===== src/rtl/overlap_add_stage.sv =====
// Overlap-add stage: sums the two oldest delay-line taps per lane behind a valid/ready
// output register, tracks line fill and row position. Optional macro: OVERLAP_SAT_EN.
module overlap_add_stage #(
   parameter int unsigned PARAKRN = 64,
   parameter int unsigned DATALEN = 6,
   parameter int unsigned DELYNUM = 6,
   parameter int unsigned ROWLEN  = 32
) (
   input  logic                           clk,
   input  logic                           rstn,
   input  logic                           in_valid,
   output logic                           in_ready,
   input  logic                           flush,
   input  logic [DATALEN*PARAKRN-1:0]     tap_n_minus_1,
   input  logic [DATALEN*PARAKRN-1:0]     tap_n,
   output logic                           out_valid,
   input  logic                           out_ready,
   output logic [(DATALEN+1)*PARAKRN-1:0] out_sum,
   output logic                           out_last,
   output logic                           fill_done
);

   localparam int unsigned SumW  = DATALEN + 1;
   localparam int unsigned FillW = $clog2(DELYNUM + 1);
   localparam int unsigned ColW  = (ROWLEN > 1) ? $clog2(ROWLEN) : 1;

   logic [FillW-1:0]         fill_cnt_q, fill_cnt_d;
   logic [ColW-1:0]          col_cnt_q, col_cnt_d;
   logic                     out_valid_q, out_valid_d;
   logic                     out_last_q, out_last_d;
   logic [SumW*PARAKRN-1:0]  out_sum_q, out_sum_d;
   logic [SumW*PARAKRN-1:0]  lane_sums;
   logic                     push;
   logic                     capture;
   logic                     col_last;

   assign fill_done = (fill_cnt_q == FillW'(DELYNUM));
   assign in_ready  = (!out_valid_q || out_ready) && !flush;
   assign push      = in_valid && in_ready;
   assign capture   = push && fill_done;
   assign col_last  = (col_cnt_q == ColW'(ROWLEN - 1));

   for (genvar g = 0; g < PARAKRN; g++) begin : g_lane
      logic signed [SumW-1:0] a;
      logic signed [SumW-1:0] b;
      logic signed [SumW-1:0] s;

      assign a = {tap_n_minus_1[g*DATALEN+DATALEN-1], tap_n_minus_1[g*DATALEN +: DATALEN]};
      assign b = {tap_n[g*DATALEN+DATALEN-1], tap_n[g*DATALEN +: DATALEN]};
      assign s = a + b;

`ifdef OVERLAP_SAT_EN
      // Top two bits disagree only when the sum left the DATALEN-bit range.
      assign lane_sums[g*SumW +: SumW] = (s[SumW-1] != s[SumW-2]) ?
                                         {s[SumW-1], s[SumW-1], {(SumW-2){~s[SumW-1]}}} : s;
`else
      assign lane_sums[g*SumW +: SumW] = s;
`endif
   end

   always_comb begin
      fill_cnt_d  = fill_cnt_q;
      col_cnt_d   = col_cnt_q;
      out_valid_d = out_valid_q;
      out_last_d  = out_last_q;
      out_sum_d   = out_sum_q;

      if (flush) begin
         // Line contents survive a flush; re-priming overwrites them.
         fill_cnt_d  = '0;
         col_cnt_d   = '0;
         out_valid_d = 1'b0;
         out_last_d  = 1'b0;
      end else begin
         if (push && !fill_done) begin
            fill_cnt_d = fill_cnt_q + FillW'(1);
         end
         if (capture) begin
            out_valid_d = 1'b1;
            out_sum_d   = lane_sums;
            out_last_d  = col_last;
            col_cnt_d   = col_last ? '0 : col_cnt_q + ColW'(1);
         end else if (out_ready) begin
            out_valid_d = 1'b0;
         end
      end
   end

   always_ff @(posedge clk or negedge rstn) begin
      if (!rstn) begin
         fill_cnt_q  <= '0;
         col_cnt_q   <= '0;
         out_valid_q <= 1'b0;
         out_last_q  <= 1'b0;
         out_sum_q   <= '0;
      end else begin
         fill_cnt_q  <= fill_cnt_d;
         col_cnt_q   <= col_cnt_d;
         out_valid_q <= out_valid_d;
         out_last_q  <= out_last_d;
         out_sum_q   <= out_sum_d;
      end
   end

   assign out_valid = out_valid_q;
   assign out_last  = out_last_q;
   assign out_sum   = out_sum_q;

endmodule


===== config.mk =====
export PLATFORM = sky130hd
export DESIGN_NAME = overlap_add_stage
export DESIGN_NICKNAME = d
export VERILOG_FILES = /design/src/rtl/overlap_add_stage.sv
export SDC_FILE = /design/constraint.sdc
export NUM_CORES = 1
export LEC_CHECK = 0
export BUFFER_PORTS_ARGS = -buffer_cell sky130_fd_sc_hd__buf_2
export CORE_AREA = 10 10 468 470
export DETAILED_ROUTE_END_ITERATION = 7
export DIE_AREA = 0 0 478 480
export SLEW_MARGIN = 20
export SYNTH_ARGS = -nofsm -noshare
export SYNTH_HDL_FRONTEND = slang
export SYNTH_SLANG_ARGS = --single-unit

===== constraint.sdc =====
create_clock -name clk -period 2.31 [get_ports clk]
set_input_delay 0.1155 -clock clk [delete_from_list [all_inputs] [get_ports clk]]
set_output_delay 0.1155 -clock clk [all_outputs]
set_load 0.01 [all_outputs]

After elaboration in Yosys (flattened, before gate mapping)
Index checks and enable logic that the tools add are counted.
Word-level totals
  logic and storage cells: 96
  output and inout bits: 452
  bits in registers: 458
  input port bits: 773
Operators by class
  mux-type cells: 10
  eq/ne operators: 2
  add/subtract/negate cells: 66
  bitwise operators: 1
  reduce and logical (&&, ||, !) cells: 12
Operators by type and width (number)
  $add A6 B6 Y7: 64
  $mux W5: 3
  $mux W3: 2
  $add A5 B1 Y5 const B: 1
  $eq A5 B5 Y1 const B: 1
  $mux W1: 5
  $logic_and A1 B1 Y1: 4
  $reduce_bool A2 Y1: 2
  $add A3 B1 Y3 const B: 1
  $eq A3 B3 Y1 const B: 1
  $logic_not A1 Y1: 3
  $reduce_bool A3 Y1: 1
  $reduce_and A2 Y1: 1
  $logic_or A1 B1 Y1: 1
  $not A1 Y1: 1

Depth between registers and ports, before layout
Gate-level depths: netlist of run 1.
  depth after elaboration: 7
  mapped depth: 10
  gate-level depth less buffers: 7

Worst setup path after synthesis of run 1
No wires, ideal clock.
  kind: reg-to-reg
  start: reg fill_cnt_q[0]
  end: reg out_sum_q[193] (netlist: out_sum[193])
  clock period less this slack: 1.975 ns
  path buffers: 4
  required time: 2.192 ns
  setup slack: 0.335 ns
  library setup time: 0.118 ns
  stages on the path, launching flop included: 10
  data arrival time: 1.857 ns
  cell sequence: dfrtp_1 > inv_1 > ha_1 > nand2_2 > or3_4 > buf_6 > buf_6 > clkbuf_1 > clkbuf_1 > a21o_1
On the way
  longest elaborated chain between the ends: 3
RTL lines
  start: declaration: line 27  | logic [FillW-1:0] fill_cnt_q, fill_cnt_d;
  start signal: assignment: line 97  | fill_cnt_q <= fill_cnt_d;
  $eq A3 B3 Y1: line 37  | assign fill_done = (fill_cnt_q == FillW'(DELYNUM));
  $logic_and A1 B1 Y1: line 40  | assign capture = push && fill_done;
  $reduce_and A2 Y1 (no source line)
  end signal: assignment: line 101  | out_sum_q <= out_sum_d;
  end: declaration: line 31  | logic [SumW*PARAKRN-1:0] out_sum_q, out_sum_d;
No other way between the ends.
A chain may end at the register's enable or synchronous reset.

Final worst setup path of run 1
  start: in tap_n_minus_1[356]
  end: reg out_sum_q[419] (netlist: out_sum[419])
On the way
  longest elaborated chain between the ends: 1
RTL lines
  start: declaration: line 14  | input logic [DATALEN*PARAKRN-1:0] tap_n_minus_1,
  $add A6 B6 Y7: line 50  | assign s = a + b;
No other way between the ends.

==> results.cfg, run 1 <==
[clock_network]
post_cts_buffers = 0
cts_buffers = 60
cts-htree-levels = 2
clock_path_buffers = 3
cts.sinks = 458
insertion_delay_ns = 0.71
cts_tree = yes
cts_root_buffer = clkbuf_16
clkTransAtPathRegs_ns = 0.07

[yosys]
ys_top_cells_by_area = dfrtp_1 37%, ha_1 16%, nand2_1 5.7%
synth_top_cell_by_area = dfrtp_1
syn_avg_cell_area_sq_um = 9.51
synth_nets = 4454
yosysSeqAreaShare_pct = 37.3
synth_edf_count = 0
synth_async_sr_flop_share_pct = 100
ys.warnings.count = 0
syn_area_sq_um = 30700
synth_cell_types = 39
synth-seq-cells = 458
synth_cells = 3229
synth_ff_type = dfrtp_1
synth_top_area_share_pct = 37.3

[worst_setup_path]
reg2reg_to = out_sum[270]
required_ns = 2.95
critPathKind = in2reg
r2r_setup_slack_ns = 0.11
cp-start-kind = primary input
critical_path.endpoint_type = flop
worstReg2RegStart = fill_cnt_q[0]
worst_ep_arrival_time_ns = 2.87
worst-r2r-cell-count = 8
crit_fanout = 4

[placed_design]
place.port_buffers = 1224
placed_area_sq_um = 40800
gp_congestion = 0.982
place_ws_ns = 0.188
dp_hpwl_microns = 165000

[sta]
fin_crit_sh_pct = 96.6
fmax_mhz = 448
timing.final.crit_period_ns = 2.23
rsz0062_at_grt = no
slew_viol_final = 0
skew_ns = 0.0540
setup_viol = 0
max_slew_margin_pct = 42.7
fin_ws_ns = 0.0782
tightest_slew_ns = 0.859
finalSetupTns_ns = 0
finalHoldViolCount = 0

[global_route]
gr-total-overflow = 0
antenna_found_initial = 179
grt_max_degree = 63
track_usage_pct = 16.5
grt_pass1_wl_microns = 276000
grt_pass1_vias = 37500

[layout]
layout_commonest_cell = buf_2
final_cell_mix = 1223 x buf_2, 1038 x dlygate4sd3_1, 463 x nand2_1, 458 x dfrtp_1, 388 x ha_1
layout-drive-gt1-share_pct = 25.4
design_area_sq_um = 53400
final.fill_count = 22200
area_growth_pct = 74.0
fin_util_pct = 25.6
nNetsFinal = 6755

[detailed_routing]
drtAntennaViolNets = 0
num_vias = 35900
drt-wirelength-per-cell_microns = 23.4
drt-initial-drc-count = 2012
first_pass_iters = 5
drc_errors = 0
via_per_inst = 4.23
drt-total-wl_microns = 198000

[floorplanning]
start_util_pct = 14.7
io_pins = 1225
die_w_microns = 478
rows = 168
dieArea_sq_um = 229000
dieHeight_microns = 480
core_region_area_sq_um = 209000

[hold_path]
hold_class = in2async

[pwr]
power.internal_uw = 18400
cellLeakagePower_uw = 0.0269
clkPwrFrac_pct = 36.5
total_power_uw = 27000
total_switching_power_uw = 8600
seqPwrFrac_pct = 33.2
ir_worst_vdd_uv = 546
pwr-share-comb_pct = 30.3
cellPowerDensity_nw_per_um2 = 505
switching_share_pct = 31.9

[job]
drv_cap = 0

[status]
status = completed
## cell usage after synthesis (3+ instances only)
library cell	n
nand2_1	463
dfrtp_1	458
ha_1	388
o21ai_0	317
inv_1	251
a21o_1	190
a21oi_1	132
nand4_1	126
xor2_1	125
a211oi_1	123
clkbuf_1	89
nor2_1	74
nand3b_1	65
fa_1	64
nor2b_1	61
nor4b_1	61
o21a_1	61
o22a_1	61
o31a_1	61
buf_2	13
xnor2_1	9
nand2b_1	5
nand3_1	5
o211ai_1	5
buf_1	4
a31oi_1	3
## what timing repair did
| item | 4_1_cts | 5_1_grt |
|---|---|---|
| endpoints found under the setup margin | 0 | 4 |
| resized for setup | 0 | 4 |
| hold buffers | 1038 | 0 |
| hold endpoints to repair | 545 | 0 |
## per-layer routing
layer	track usage [%]	vias to the layer above	routed length [microns]	part of all wire [%]
li1	-	16300	-	-
met1	17.0	17300	70400	35
met2	28.1	1710	93500	47
met3	6.35	511	19800	10
met4	10.1	76	14300	7.2
met5	0	-	467	0.24
## cell type report
cell class                 instances  area, sq um  area share [%]
multi-input combinational       2412        17900            33.5
timing repair buffer            2347        17400            32.6
sequential                       458        11500            21.4
tap                             2805         3510            6.57
clock buffer                      80         1700            3.17
inverter                         251          942            1.76
clock inverter                    29          292           0.546
antenna                           99          248           0.464
## state kept, by name, indices dropped and copies added, names as in the netlist
name / cells
fill_cnt_q: 3
col_cnt_q: 5
out_valid: 1
out_sum: 448
out_last: 1
## cell families (layout without fill, tap and decap cells)
kind of cell               after synthesis  in the layout  share of synthesized area [%]
muxes                                    2              2                         0.0693
DFF                                    458            458                           37.3
and+or+nand+nor                        868            868                           14.1
other                                    0             99                              0
buffers and inverters                  359           2707                           4.49
adders and majority gates              452            452                           20.0
AOI/OAI and AO/OA                      956            956                           20.2
xor gates and xnor gates               134            134                           3.82
## critical path, stage by stage
cell           delay, ns
dlygate4sd3_1       0.68
buf_2               0.19
ha_1                0.33
nor2b_1             0.17
o31a_1              0.28
nor4b_1             0.35
dlygate4sd3_1       0.62
o22a_1              0.14
## per-stage QoR
step                instances  hold WS (ns)
finish                   8481        0.0236
global route             8426        0.0513
CTS                      8382      0.000234
detailed placement       7235         0.209
global placement         7235         0.222
floorplan                3229        -0.180
## how the worst max path moves through the flow
stage / start / endpoint / slack, ns / cells past startpoint
2_1_floorplan: fill_cnt_q[0] / out_sum[193] / 0.33 / 9
3_3_place_gp: fill_cnt_q[0] / out_sum[264] / 0.21 / 8
3_5_place_dp: fill_cnt_q[0] / out_sum[270] / 0.19 / 8
4_1_cts: fill_cnt_q[0] / out_sum[33] / 0.03 / 9
5_1_grt: fill_cnt_q[0] / out_sum[270] / 0.006 / 8
6_report: tap_n_minus_1[356] / out_sum[419] / 0.08 / 8
## power groups by stage
| stage | clock network, uW | registers (uW) | logic, uW |
|---|---|---|---|
| finish | 9850 | 8950 | 8170 |
| CTS | 10100 | 8940 | 8080 |
| global route | 10400 | 8990 | 8910 |
| floorplan | 0 | 9210 | 2760 |
| global placement | 0 | 9080 | 5760 |
| detailed placement | 0 | 9070 | 5840 |
Power figures use the tool's default switching activity.
==> run 2: changes to the inputs <==
clock period = 1.9 ns   (was 2.31 ns; I/O delays follow)
==> results.cfg, run 2 (synthesis results as in run 1) <==
[worst_setup_path]
cp-start-kind = primary input
worst_path_largest_cell_delay_ns = 0.60
cpMaxStageDelayCell = dlygate4sd3_1
required_ns = 2.52
crit_fanout = 2
worst_ep_arrival_time_ns = 2.63
worst-r2r-cell-count = 8
r2r_setup_slack_ns = -0.08
path_cells = dlygate4sd3_1 -> buf_2 -> ha_1 -> inv_1 -> fa_2 -> nor2b_2 -> o31a_1 -> nor4b_2 -> dlygate4sd3_1 -> o22a_1
critPathKind = in2reg
cpLargestDelayFamily = buffers and inverters
cp_common_cell = dlygate4sd3_1
critical_path.endpoint_type = flop
cp_num_buf_inv = 4
worstReg2RegStart = fill_cnt_q[0]
reg2reg_to = out_sum[194]

[hold_path]
hold_class = in2reg
whs_endpoint = out_sum[257]
holdPathStages = 5
hp-start = tap_n_minus_1[220]

[clock_network]
insertion_delay_ns = 0.70
cts_buffers = 66
cts_root_buffer = clkbuf_16
cts.sinks = 458
cts-htree-levels = 3
clkTransAtPathRegs_ns = 0.06
cts_tree = yes
clock_path_buffers = 3

[sta]
timing.final.crit_period_ns = 2.01
max_slew_margin_pct = 64.8
finalHoldViolCount = 0
slew_viol_final = 0
finalSetupTns_ns = -4.41
setup_viol = 124
skew_ns = 0.0215
fmax_mhz = 496
rsz0062_at_grt = yes
holdWs_ns = 0.0544
fin_ws_ns = -0.114
tightest_slew_ns = 0.521
fin_crit_sh_pct = 106

[detailed_routing]
drt-initial-drc-count = 2613
drt-total-wl_microns = 207000
drtAntennaViolNets = 0
first_pass_iters = 5
drc_errors = 0
via_per_inst = 4.29
drt-wirelength-per-cell_microns = 24.3
num_vias = 36600

[placed_design]
gp_congestion = 0.982
place.port_buffers = 1224
dp_hpwl_microns = 165000
place_ws_ns = -0.0466

[floorplanning]
rows = 168
dieArea_sq_um = 229000
io_pins = 1225
start_util_pct = 14.7
die_w_microns = 478
core_region_area_sq_um = 209000
dieHeight_microns = 480

[global_route]
use_met2_pct = 28.3
grt_util_met1_pct = 18.3
antenna_found_initial = 159
grt_use_met3_pct = 6.06
grt_pass1_vias = 38300
grt.busiest_layer = met2
gr-total-overflow = 0
grt_pass1_wl_microns = 283000
grt_max_degree = 74
track_usage_pct = 17.0

[pwr]
cellPowerDensity_nw_per_um2 = 621
total_power_uw = 34200
ir_worst_vdd_uv = 638
cellLeakagePower_uw = 0.0276

[job]
drv_cap = 0

[layout]
layout-drive-gt1-share_pct = 27.7
layout_commonest_cell = buf_2
final.fill_count = 22000
largest_reg_flops = 448
area_growth_pct = 79.5
multi_input_area_sq_um = 18400
nNetsFinal = 6809
final_cell_mix = 1222 x buf_2, 1042 x dlygate4sd3_1, 459 x nand2_1, 458 x dfrtp_1, 377 x ha_1
regArea_sq_um = 11500

[status]
status = finished, violations left
failed_checks = negative setup slack
==> run 2: changes by cell type in the layout (fill, tap and decap cells not counted), sizes merged <==
cell,change
buf,+25
diode,+2
clkinvlp,-5
bufinv,+1
dlymetal6s4s,+10
dlygate4sd3,+4
clkinv,+1
bufbuf,+4
clkbuf,+20
==> run 2: area by class of cell <==
| type | count | share of cell area [%] |
|---|---|---|
| diodes | 101 | 0.458 |
| clock buffers | 95 | 3.45 |
| clock inverters | 26 | 0.590 |
| inverters | 251 | 1.71 |
| multi-input cells | 2412 | 33.4 |
| flip-flops and latches | 458 | 20.8 |
| well taps | 2805 | 6.37 |
| repair buffers | 2395 | 33.2 |
==> run 2: power by group <==
part           leakage [uW]  switching (uW)  internal [uW]  total (uW)
clock network       0.00109            5420           7700       13100
registers           0.00614             464          10400       10900
logic                0.0204            5020           5230       10300
==> run 2: metrics by stage <==
| step | utilization (%) | instance area [sq um] | cells |
|---|---|---|---|
| detailed placement | 19.5 | 40900 | 7238 |
| global placement | 19.5 | 40900 | 7238 |
| finish | 26.4 | 55100 | 8543 |
| CTS | 25.9 | 54200 | 8445 |
| global route | 26.3 | 55000 | 8493 |
| floorplan | - | 30700 | 3229 |
==> run 2: how the worst max path moves through the flow <==
stage	from	end	cells after the start
detailed placement	tap_n[150]	out_sum[181]	9
global route	fill_cnt_q[0]	col_cnt_q[2]	7
finish	tap_n[240]	out_sum[286]	10
global placement	fill_cnt_q[0]	col_cnt_q[2]	7
floorplan	fill_cnt_q[0]	out_sum[136]	10
CTS	fill_cnt_q[0]	col_cnt_q[2]	7
==> run 2: worst min-delay path, stage by stage <==
cell	delay [ns]
buf_2	0.12
ha_1	0.22
a21oi_1	0.07
nand4_1	0.09
nand3b_1	0.08
==> run 2: repair_timing <==
| item | 4_1_cts | 5_1_grt |
|---|---|---|
| setup buffers | 1 | 11 |
| cloned | 8 | 10 |
| endpoints found under the setup margin | 86 | 360 |
| pin swaps | 0 | 10 |
| resized for setup | 12 | 163 |
| hold buffers | 1077 | 0 |
| hold endpoints to repair | 877 | 0 |
==> run 2: layer usage <==
layer	vias up	wire length, microns
met1	17700	75000
li1	16400	-
met4	74	15300
met2	1925	95900
met5	-	443
met3	530	20900
